**src/rtl/multicycle_ctrl.sv**
```systemverilog
// -----------------------------------------------------------------------------
// multicycle_ctrl
//
// Multi-cycle sequencer for a MIPS-style datapath. Owns the PC and steps each
// instruction through FETCH / DECODE / EXEC / MEM / WB, producing the per-state
// strobes and datapath selects. A single memory port is shared between
// instruction fetch and data access; every memory request is held until the
// memory answers with mem_ready.
//
// Parameters
//   RESET_PC    PC value loaded on reset
//   CNT_W       width of the retired-instruction counter (wraps modulo 2^CNT_W)
//
// Ports
//   clk         in   1      rising-edge clock
//   rst_n       in   1      asynchronous active-low reset
//   opcode      in   6      instr[31:26] from the instruction register
//   imm         in   16     instr[15:0], branch word offset
//   alu_zero    in   1      ALU zero flag, meaningful in EXEC
//   mem_ready   in   1      memory port completes the current request
//   pc          out  32     current PC (already +4 once FETCH completes)
//   ir_we       out  1      load instruction register
//   mem_rd      out  1      memory read request (fetch or lw)
//   mem_wr      out  1      memory write request (sw)
//   i_or_d      out  1      0 = fetch address, 1 = data address
//   alu_op      out  2      00 add, 01 sub, 10 funct-decoded
//   alusrc      out  1      1 = sign-extended immediate on ALU B
//   regdest     out  1      1 = rd, 0 = rt
//   mem_to_reg  out  1      1 = write back from memory
//   reg_we      out  1      register-file write strobe
//   illegal_op  out  1      one-cycle pulse on an undefined opcode
//   halted      out  1      controller parked in HALT
//   state       out  3      FETCH=0 DECODE=1 EXEC=2 MEM=3 WB=4 HALT=5
//   retired     out  CNT_W  completed-instruction count
// -----------------------------------------------------------------------------
module multicycle_ctrl #(
  parameter logic [31:0] RESET_PC = 32'h0000_0000,
  parameter int          CNT_W    = 16
) (
  input  logic             clk,
  input  logic             rst_n,
  input  logic [5:0]       opcode,
  input  logic [15:0]      imm,
  input  logic             alu_zero,
  input  logic             mem_ready,
  output logic [31:0]      pc,
  output logic             ir_we,
  output logic             mem_rd,
  output logic             mem_wr,
  output logic             i_or_d,
  output logic [1:0]       alu_op,
  output logic             alusrc,
  output logic             regdest,
  output logic             mem_to_reg,
  output logic             reg_we,
  output logic             illegal_op,
  output logic             halted,
  output logic [2:0]       state,
  output logic [CNT_W-1:0] retired
);

  typedef enum logic [2:0] {
    S_FETCH  = 3'd0,
    S_DECODE = 3'd1,
    S_EXEC   = 3'd2,
    S_MEM    = 3'd3,
    S_WB     = 3'd4,
    S_HALT   = 3'd5
  } state_t;

  typedef enum logic [2:0] {
    C_NOP  = 3'd0,
    C_R    = 3'd1,
    C_LW   = 3'd2,
    C_SW   = 3'd3,
    C_BEQ  = 3'd4,
    C_ADDI = 3'd5,
    C_HALT = 3'd6,
    C_ILL  = 3'd7
  } class_t;

  state_t           r_state;
  state_t           w_state_nxt;
  class_t           r_class;
  class_t           w_dec_class;
  logic [31:0]      r_pc;
  logic [CNT_W-1:0] r_retired;
  logic             w_retire;
  logic             w_br_take;
  logic [31:0]      w_pc_inc;
  logic [31:0]      w_br_off;

  assign pc      = r_pc;
  assign state   = r_state;
  assign retired = r_retired;

  // Word offset, sign-extended and scaled to bytes; added to the PC that has
  // already been advanced past the branch itself.
  assign w_br_off  = {{14{imm[15]}}, imm, 2'b00};
  assign w_pc_inc  = r_pc + 32'd4;
  assign w_br_take = (r_state == S_EXEC) && (r_class == C_BEQ) && alu_zero;

  always_comb begin
    case (opcode)
      6'b000000: w_dec_class = C_R;
      6'b100011: w_dec_class = C_LW;
      6'b101011: w_dec_class = C_SW;
      6'b000100: w_dec_class = C_BEQ;
      6'b001000: w_dec_class = C_ADDI;
      6'b111111: w_dec_class = C_HALT;
      default:   w_dec_class = C_ILL;
    endcase
  end

  always_ff @(posedge clk or negedge rst_n) begin
    if (!rst_n) begin
      r_state   <= S_FETCH;
      r_class   <= C_NOP;
      r_pc      <= RESET_PC;
      r_retired <= '0;
    end else begin
      r_state <= w_state_nxt;
      if (r_state == S_DECODE) begin
        r_class <= w_dec_class;
      end
      if ((r_state == S_FETCH) && mem_ready) begin
        r_pc <= w_pc_inc;
      end else if (w_br_take) begin
        r_pc <= r_pc + w_br_off;
      end
      if (w_retire) begin
        r_retired <= r_retired + CNT_W'(1);
      end
    end
  end

  always_comb begin
    w_state_nxt = r_state;
    w_retire    = 1'b0;
    ir_we       = 1'b0;
    mem_rd      = 1'b0;
    mem_wr      = 1'b0;
    i_or_d      = 1'b0;
    alu_op      = 2'b00;
    alusrc      = 1'b0;
    regdest     = 1'b0;
    mem_to_reg  = 1'b0;
    reg_we      = 1'b0;
    illegal_op  = 1'b0;
    halted      = 1'b0;

    case (r_state)
      S_FETCH: begin
        mem_rd = 1'b1;
        if (mem_ready) begin
          ir_we       = 1'b1;
          w_state_nxt = S_DECODE;
        end
      end

      // The class register is only written at the end of this cycle, so the
      // branch decision here uses the live decode of the opcode.
      S_DECODE: begin
        case (w_dec_class)
          C_ILL: begin
            illegal_op  = 1'b1;
            w_state_nxt = S_FETCH;
          end
          C_HALT:  w_state_nxt = S_HALT;
          default: w_state_nxt = S_EXEC;
        endcase
      end

      S_EXEC: begin
        case (r_class)
          C_R: begin
            alu_op      = 2'b10;
            w_state_nxt = S_WB;
          end
          C_BEQ: begin
            alu_op      = 2'b01;
            w_retire    = 1'b1;
            w_state_nxt = S_FETCH;
          end
          C_LW, C_SW: begin
            alusrc      = 1'b1;
            w_state_nxt = S_MEM;
          end
          C_ADDI: begin
            alusrc      = 1'b1;
            w_state_nxt = S_WB;
          end
          default: w_state_nxt = S_FETCH;
        endcase
      end

      S_MEM: begin
        i_or_d = 1'b1;
        alusrc = 1'b1;
        mem_rd = (r_class == C_LW);
        mem_wr = (r_class == C_SW);
        if (mem_ready) begin
          if (r_class == C_LW) begin
            w_state_nxt = S_WB;
          end else begin
            w_retire    = (r_class == C_SW);
            w_state_nxt = S_FETCH;
          end
        end
      end

      S_WB: begin
        reg_we      = 1'b1;
        regdest     = (r_class == C_R);
        mem_to_reg  = (r_class == C_LW);
        w_retire    = 1'b1;
        w_state_nxt = S_FETCH;
      end

      S_HALT: halted = 1'b1;

      default: w_state_nxt = S_FETCH;
    endcase

    // While reset is held the controller is in FETCH, but nothing may be
    // requested of the datapath or memory until reset is released.
    if (!rst_n) begin
      w_retire   = 1'b0;
      ir_we      = 1'b0;
      mem_rd     = 1'b0;
      mem_wr     = 1'b0;
      i_or_d     = 1'b0;
      alu_op     = 2'b00;
      alusrc     = 1'b0;
      regdest    = 1'b0;
      mem_to_reg = 1'b0;
      reg_we     = 1'b0;
      illegal_op = 1'b0;
      halted     = 1'b0;
    end
  end

endmodule

```
**config.mk**
```make
export PLATFORM = sky130hd
export DESIGN_NAME = multicycle_ctrl
export DESIGN_NICKNAME = d
export VERILOG_FILES = /design/src/rtl/multicycle_ctrl.sv
export SDC_FILE = /design/constraint.sdc
export NUM_CORES = 1
export LEC_CHECK = 0
export BUFFER_PORTS_ARGS = -buffer_cell sky130_fd_sc_hd__buf_2
export CAP_MARGIN = 20
export CORE_AREA = 2 2 89 91
export CTS_BUF_LIST = sky130_fd_sc_hd__clkbuf_8
export DETAILED_ROUTE_END_ITERATION = 8
export DIE_AREA = 0 0 91 93
export PLACE_DENSITY = 0.75
export RECOVER_POWER = 100
export SYNTH_ARGS = -nofsm -noshare
export SYNTH_HDL_FRONTEND = slang
export SYNTH_SLANG_ARGS = --single-unit
```
**constraint.sdc**
```tcl
create_clock -name clk -period 3 [get_ports clk]
set_input_delay 0.45 -clock clk [delete_from_list [all_inputs] [get_ports clk]]
set_output_delay 0.45 -clock clk [all_outputs]
set_load 0.03 [all_outputs]
```
==> results_dict.tcl, run 1 <==
set metrics [dict create \
    post-route-period-util_pct 101 \
    io_pins 89 \
    ant_nets 0 \
    gp_congestion 0.894 \
    synth_fa_ha_area_share_pct 5.99 \
    grt_pass1_wl_um 15200 \
    fin_skew_ns 0.00659 \
    area_growth_pct 31.9 \
    async_reset_ff_share_pct 100 \
    drc 0 \
    grt_max_degree 45 \
    place_area_sq_mm 0.00451 \
    synth-simple-area-share_pct 28.5 \
    syn_area_sq_mm 0.00368 \
    synthTopCellsByCount "52 x dfrtp_1, 38 x nor2_1, 37 x nand2_1" \
    vias 3672 \
    yosysMostFrequentCell "dfrtp_1" \
    synth_top_cell_area_share_pct 35.4 \
    power_uw 4140 \
    setup_viol 1 \
    root_buffer "clkbuf_8" \
    clock_tree.buffer_depth 2 \
    arrival_ns 3.27 \
    antenna_found_initial 0 \
    p_comb_share_pct 60.6 \
    ys.flop_type "dfrtp_1" \
    hpwl_um 6960 \
    routed_via_density 5.64 \
    synth.largest_area_cell "dfrtp_1" \
    drt_wl_total_um 9870 \
    ys_ff_latch 52 \
    p_int_uw 2130 \
    placedCellCount 630 \
    synthXorXnorAreaFrac_pct 9.77 \
    rsz0062_at_grt "yes" \
    post_route_cells_drive_above_1_share_pct 26.4 \
    synth_cells 421 \
    wire_per_inst_um 15.2 \
    max_freq_ghz 0.330 \
    synthTopCellsByArea "dfrtp_1 35%, xnor2_1 5.5%, ha_1 5.4%" \
    synth_mux_area_share_pct 2.28 \
    final_cell_area_sq_mm 0.00485 \
    min_path_type "primary input to asynchronous set/reset pin" \
    synth_compound_area_share_pct 15.0 \
    hold_violations 0 \
    grt.overflow.total 0 \
    finalMaxSlewViolations 0 \
    final.min_clock_period_ns 3.03 \
    synth_top_family_by_area "simple AND/OR/NAND/NOR gates" \
    cts_made_buffers 5 \
    core_area_sq_mm 0.00753 \
    irDropWorstVdd_uv 491 \
    initial_utilization_pct 48.8 \
    end_kind "register" \
    n_antenna_cell 0 \
    cts_hold_buffers 0 \
    cp-startpoint "state[2]$_DFFE_PN0P_" \
    slew_headroom_pct 25.1 \
    r2r_start "state[2]$_DFFE_PN0P_" \
    drt_first_iter_violations 126 \
    p_leak_uw 0.00217 \
    violations "negative setup slack" \
    clock_latency_ns 0.31 \
    timing_worst_setup_path_type "register to register" \
    switching_share_pct 48.6 \
    syn_area_per_cell_sq_um 8.73 \
    ys_types 62 \
    fp.dieW_um 91 \
    die_height_um 93 \
    netSwitchingPower_uw 2010 \
    io_buffers 86 \
    power.share.clock_pct 10.5 \
    htree_levels 2 \
    power_density_mw_per_mm2 854 \
    crit_fanout 8 \
    setup_ws_ns -0.0328 \
    cp_slowest_stage_delay_ns 0.50 \
    seq_power_share_pct 28.9 \
    cts_tree "yes" \
    outcome "finished, violations left" \
    final_cells 651 \
    nets 591 \
    firstDrtPassIters 5 \
    ys_seq_area_share_pct 35.4 \
    rows 32 \
    fp.dieArea_sq_mm 0.00846 \
    clkTransAtPathRegs_ns 0.10 \
    clock-sinks 52 \
    critical-path-slowest-cell "or4_4" \
    yosysWarnings 0 \
    critPathLaunchType "register" \
    synth_edf_count 0 \
    critPathTopFamily "simple AND/OR/NAND/NOR gates" \
    cp.required_ns 3.24 \
    tightest_slew_ns 1.12 \
    track_usage_pct 21.8 \
    grt_pass1_vias 3302 \
    crit_chain "nor4b_4, buf_12, nand2b_4, inv_2, ha_4, a211oi_2, nor2_1, o31a_1, o2bb2ai_4, or4_4, a21oi_2, xor2_1" \
    cap_viol_max_count 0 \
    path_buf_inv 2 \
]
[cells in the final DEF (no fill, tap or decap), types with 5 or more instances in the layout]
| cell type | netlist | layout |
|---|---|---|
| xnor2_1 | 23 | 23 |
| dfrtp_1 | 52 | 50 |
| clkbuf_8 | 0 | 5 |
| buf_4 | 2 | 42 |
| buf_2 | 6 | 36 |
| o21ai_0 | 19 | 14 |
| and3_1 | 15 | 15 |
| nand2b_1 | 11 | 9 |
| nor2_1 | 38 | 37 |
| inv_1 | 6 | 5 |
| xor2_1 | 18 | 18 |
| clkbuf_1 | 7 | 52 |
| a21oi_1 | 27 | 22 |
| nor3_1 | 14 | 14 |
| nand3_1 | 20 | 20 |
| ha_1 | 16 | 10 |
| a21oi_2 | 0 | 5 |
| nand2_1 | 37 | 37 |
| nor2b_1 | 18 | 16 |
[cell families (layout without fill, tap and decap cells)]
logic type / count (synthesis) / in the layout
AOI/OAI and AO/OA: 85 / 85
xor gates and xnor gates: 41 / 41
adders and majority gates: 17 / 17
buffers and inverters: 24 / 151
DFF: 52 / 52
muxes: 8 / 8
other: 1 / 2
and+or+nand+nor: 193 / 193
[final timing paths]
path	end	depth (start not counted)	slack [ns]
max	pc[25]$_DFFE_PN0P_	12	-0.03
min	retired[2]$_DFFE_PN0P_	1	0.23
max reg2reg	pc[25]$_DFFE_PN0P_	12	-0.03
min reg2reg	retired[15]$_DFFE_PN0P_	1	0.48
max in group asynchronous	pc[27]$_DFFE_PN0P_	2	1.18
min in group clk	r_class[1]$_DFFE_PN0P_	3	0.47
[flip-flops by register name, indices dropped and copies added (netlist names)]
signal	cells
retired	16
state	3
pc	30
r_class	3
[stage by stage]
| step | setup slack (ns) | hold slack, ns | setup TNS [ns] | util [%] |
|---|---|---|---|---|
| after floorplan | -0.0346 | 0.154 | -0.111 | - |
| after global placement | -0.0575 | 0.373 | -0.261 | 60.0 |
| after detailed placement | -0.131 | 0.378 | -0.854 | 60.0 |
| after CTS | 0.00457 | 0.0342 | 0 | 62.0 |
| after global routing | -0.148 | 0.271 | -0.893 | 64.4 |
| final | -0.0328 | 0.227 | -0.0328 | 64.4 |
[power by group through the flow]
| stage | Combinational (uW) | Sequential, uW | Clock, uW |
|---|---|---|---|
| detailed placement | 2240 | 1190 | 0 |
| floorplan | 1160 | 1530 | 0 |
| CTS | 2290 | 1170 | 448 |
| global route | 2710 | 1230 | 486 |
| global placement | 2200 | 1170 | 0 |
| finish | 2510 | 1190 | 435 |
[worst register-to-register path: stages, from the launching register on]
cell	delay, ns
dfrtp_2	0.44
nor4b_4	0.33
buf_12	0.17
nand2b_4	0.13
inv_2	0.04
ha_4	0.21
a211oi_2	0.19
nor2_1	0.08
o31a_1	0.35
o2bb2ai_4	0.20
or4_4	0.50
a21oi_2	0.17
xor2_1	0.16
[what timing repair did]
item                                    in CTS  in global routing
setup buffers                                4                  9
gates resized for setup                      5                 39
endpoints found under the setup margin       9                 15
pin swaps                                    2                 21
[layer usage]
metal  global-route usage (%)  up-vias  part of all wire [%]
li1                         -     1770                     -
met1                     29.5     1761                    44
met2                     36.2      126                    49
met3                     3.87       15                   5.3
met4                     5.93        0                   1.4
met5                        0        -                     0
[final cells by class]
| class | count | area [sq um] |
|---|---|---|
| clock buffers | 5 | 68.8 |
| clock inverters | 3 | 27.5 |
| fillers | 686 | 2680 |
| inverters | 6 | 22.5 |
| multi-input cells | 346 | 2520 |
| flip-flops and latches | 52 | 1300 |
| well taps | 102 | 128 |
| repair buffers | 137 | 776 |
(Power assumes the default switching activity.)
==> run 2: changes to the inputs <==
--- a/config.mk
+++ b/config.mk
@@ -5,12 +5,13 @@
 export SDC_FILE = /design/constraint.sdc
 export NUM_CORES = 1
 export LEC_CHECK = 0
+export ABC_AREA = 1
 export BUFFER_PORTS_ARGS = -buffer_cell sky130_fd_sc_hd__buf_2
 export CAP_MARGIN = 20
-export CORE_AREA = 2 2 89 91
+export CORE_AREA = 2 2 96 98
 export CTS_BUF_LIST = sky130_fd_sc_hd__clkbuf_8
 export DETAILED_ROUTE_END_ITERATION = 8
-export DIE_AREA = 0 0 91 93
+export DIE_AREA = 0 0 98 100
 export PLACE_DENSITY = 0.75
 export RECOVER_POWER = 100
 export SYNTH_ARGS = -nofsm -noshare
==> results_dict.tcl, run 2 <==
set metrics [dict create \
    final_cell_mix "182 x nand2_1, 78 x inv_1, 65 x nand3_1" \
    reg2reg_slack_ns 0.23 \
    clock_tree.buffer_depth 2 \
    io_buffers 86 \
    grt_pass1_vias 4377 \
    crit_fanout 5 \
    arrival_ns 2.97 \
    synth_top_cell_area_share_pct 29.3 \
    highest_layer "met4" \
    cts_setup_buffers 0 \
    timing_worst_setup_path_type "register to register" \
    n_antenna_cell 0 \
    async_reset_ff_share_pct 100 \
    initial_utilization_pct 49.9 \
    io_pins 89 \
    cts_made_buffers 5 \
    die_height_um 100 \
    mostFrequentLayoutCell "nand2_1" \
    pre_cts_slack_ns 0.107 \
    synthTopCellsByArea "dfrtp_1 29%, nand2_1 15%, nand3_1 7.2%" \
    ys_seq_area_share_pct 29.3 \
    hpwl_um 8600 \
    finalMaxSlewViolations 30 \
    synth.largest_area_cell "dfrtp_1" \
    irDropWorstVdd_uv 402 \
    outcome "finished, violations left" \
    routed_via_density 5.36 \
    syn_area_sq_mm 0.00444 \
    min_path_type "primary input to asynchronous set/reset pin" \
    dr_wl_met3_um 713 \
    grt_pass1_wl_um 19500 \
    vias 4522 \
    placedCellCount 835 \
    p_leak_uw 0.00252 \
    rsz0062_at_grt "no" \
    setup_viol 0 \
    final.min_clock_period_ns 2.77 \
    end_kind "register" \
    dr_wl_met2_um 5350 \
    largest_reg_flops 30 \
    firstDrtPassIters 6 \
    antenna_found_initial 0 \
    final_cells 843 \
    grt.overflow.total 0 \
    clock_latency_ns 0.32 \
    r2r_start "state[1]$_DFFE_PN0P_" \
    grt_max_degree 38 \
    cp.required_ns 3.20 \
    power_density_mw_per_mm2 1010 \
    gp_congestion 0.893 \
    nets 774 \
    wl_met1_um 5000 \
    clkTransAtPathRegs_ns 0.12 \
    drt_wl_total_um 11200 \
    tightest_slew_ns 1.66 \
    slew_headroom_pct -10.6 \
    drt_first_iter_violations 236 \
    cts_tree "yes" \
    r2r_cells 18 \
    synth_cells 645 \
    fp.dieW_um 98 \
    violations "max-capacitance violations, max-slew violations" \
    critPathLaunchType "register" \
    htree_levels 2 \
    hold_violations 0 \
    fillers 938 \
    core_area_sq_mm 0.00889 \
    rows 35 \
    syn_area_per_cell_sq_um 6.88 \
    wire_per_inst_um 13.3 \
    track_usage_pct 23.8 \
    post_route_cells_drive_above_1_share_pct 12.0 \
    synthTopCellsByCount "181 x nand2_1, 77 x inv_1, 64 x nand3_1" \
    ys_ff_latch 52 \
    setup_ws_ns 0.228 \
    r2r_end "pc[28]$_DFFE_PN0P_" \
    root_buffer "clkbuf_8" \
    clock-sinks 52 \
    drc 0 \
    cap_viol_max_count 1 \
    max_freq_ghz 0.361 \
    ant_nets 0 \
    multiInputGateArea_sq_mm 0.00269 \
    fin_skew_ns 0.0155 \
    area_growth_pct 11.3 \
    finalSetupTns_ns 0 \
    yosysWarnings 0 \
    layout.area.seq_sq_mm 0.00130 \
    post-route-period-util_pct 92.4 \
    fp.dieArea_sq_mm 0.00980 \
    ys_types 45 \
    final_core_util_pct 55.6 \
    synth_edf_count 0 \
    ys.flop_type "dfrtp_1" \
    yosysMostFrequentCell "nand2_1" \
]
-- run 2: cell count changes after synthesis, sizes merged, moves of 6 or more --
| cell | delta |
|---|---|
| inv | +75 |
| a21oi | -9 |
| nor2 | +30 |
| nor2b | -18 |
| nand2b | -11 |
| and3 | -15 |
| a41oi | +6 |
| xnor2 | -6 |
| nand3 | +52 |
| nand2 | +162 |
| o21ai | +16 |
-- run 2: critical path, stage by stage (launching register included) --
cell	delay (ns)
dfrtp_1	0.46
nor2_4	0.19
nand3_4	0.09
inv_1	0.08
or2_2	0.10
ha_1	0.15
inv_1	0.06
fa_1	0.39
nand3b_1	0.17
nand2_1	0.14
a21oi_1	0.11
o21ai_1	0.22
nand2_1	0.09
nand2_2	0.10
nand2_1	0.07
nand2_1	0.06
nand2_1	0.05
nand3_1	0.06
o21ai_1	0.08
-- run 2: worst max path at each step --
stage	from	to	slack (ns)	cells after the start
5_1_grt	state[1]$_DFFE_PN0P_	pc[28]$_DFFE_PN0P_	0.02	18
6_report	state[1]$_DFFE_PN0P_	pc[28]$_DFFE_PN0P_	0.23	18
2_1_floorplan	state[1]$_DFFE_PN0P_	pc[28]$_DFFE_PN0P_	0.03	19
4_1_cts	state[1]$_DFFE_PN0P_	pc[28]$_DFFE_PN0P_	0.11	18
3_5_place_dp	state[1]$_DFFE_PN0P_	pc[28]$_DFFE_PN0P_	0.11	18
3_3_place_gp	mem_ready	pc[28]$_DFFE_PN0P_	0.25	18
-- run 2: where the power goes --
group / internal [uW] / switching [uW]
Clock: 177 / 283
Sequential: 953 / 290
Combinational: 1020 / 2280
Total: 2150 / 2850
-- run 2: kinds of logic (layout without fill, tap and decap cells) --
group                      Yosys count  count (layout)  share of synthesized area [%]
AOI/OAI and AO/OA                   80              80                           10.8
xor gates and xnor gates            31              31                           6.12
adders and majority gates           17              17                           4.96
buffers and inverters               98             184                           9.50
DFF                                 52              52                           29.3
other                                1               2                         0.0845
and+or+nand+nor                    366             366                           39.2
-- run 2: metrics by stage --
| step | hold WS, ns | instance area [sq um] | power, uW |
|---|---|---|---|
| finish | 0.151 | 4940 | 5000 |
| floorplan | 0.154 | 4440 | 3790 |
| detailed placement | 0.491 | 4960 | 4590 |
| global route | 0.172 | 4940 | 5480 |
| global placement | 0.485 | 4960 | 4540 |
| CTS | 0.142 | 5060 | 5060 |
-- run 2: cell type report --
class	instances	share of cell area, %
timing repair buffer	94	8.23
clock buffer	5	1.39
tap	111	2.81
inverter	82	6.23
sequential	52	26.3
clock inverter	3	0.583
multi-input combinational	496	54.4
-- run 2: metal layers --
metal | track usage [%] | up-vias
li1 | - | 2268
met1 | 30.6 | 2092
met2 | 41.4 | 143
met3 | 4.74 | 19
met4 | 5.77 | 0
met5 | 0 | -
-- run 2: repair_timing --
action,CTS,global route
hold buffers,0,0
resized for setup,0,3
setup endpoints to repair,0,5
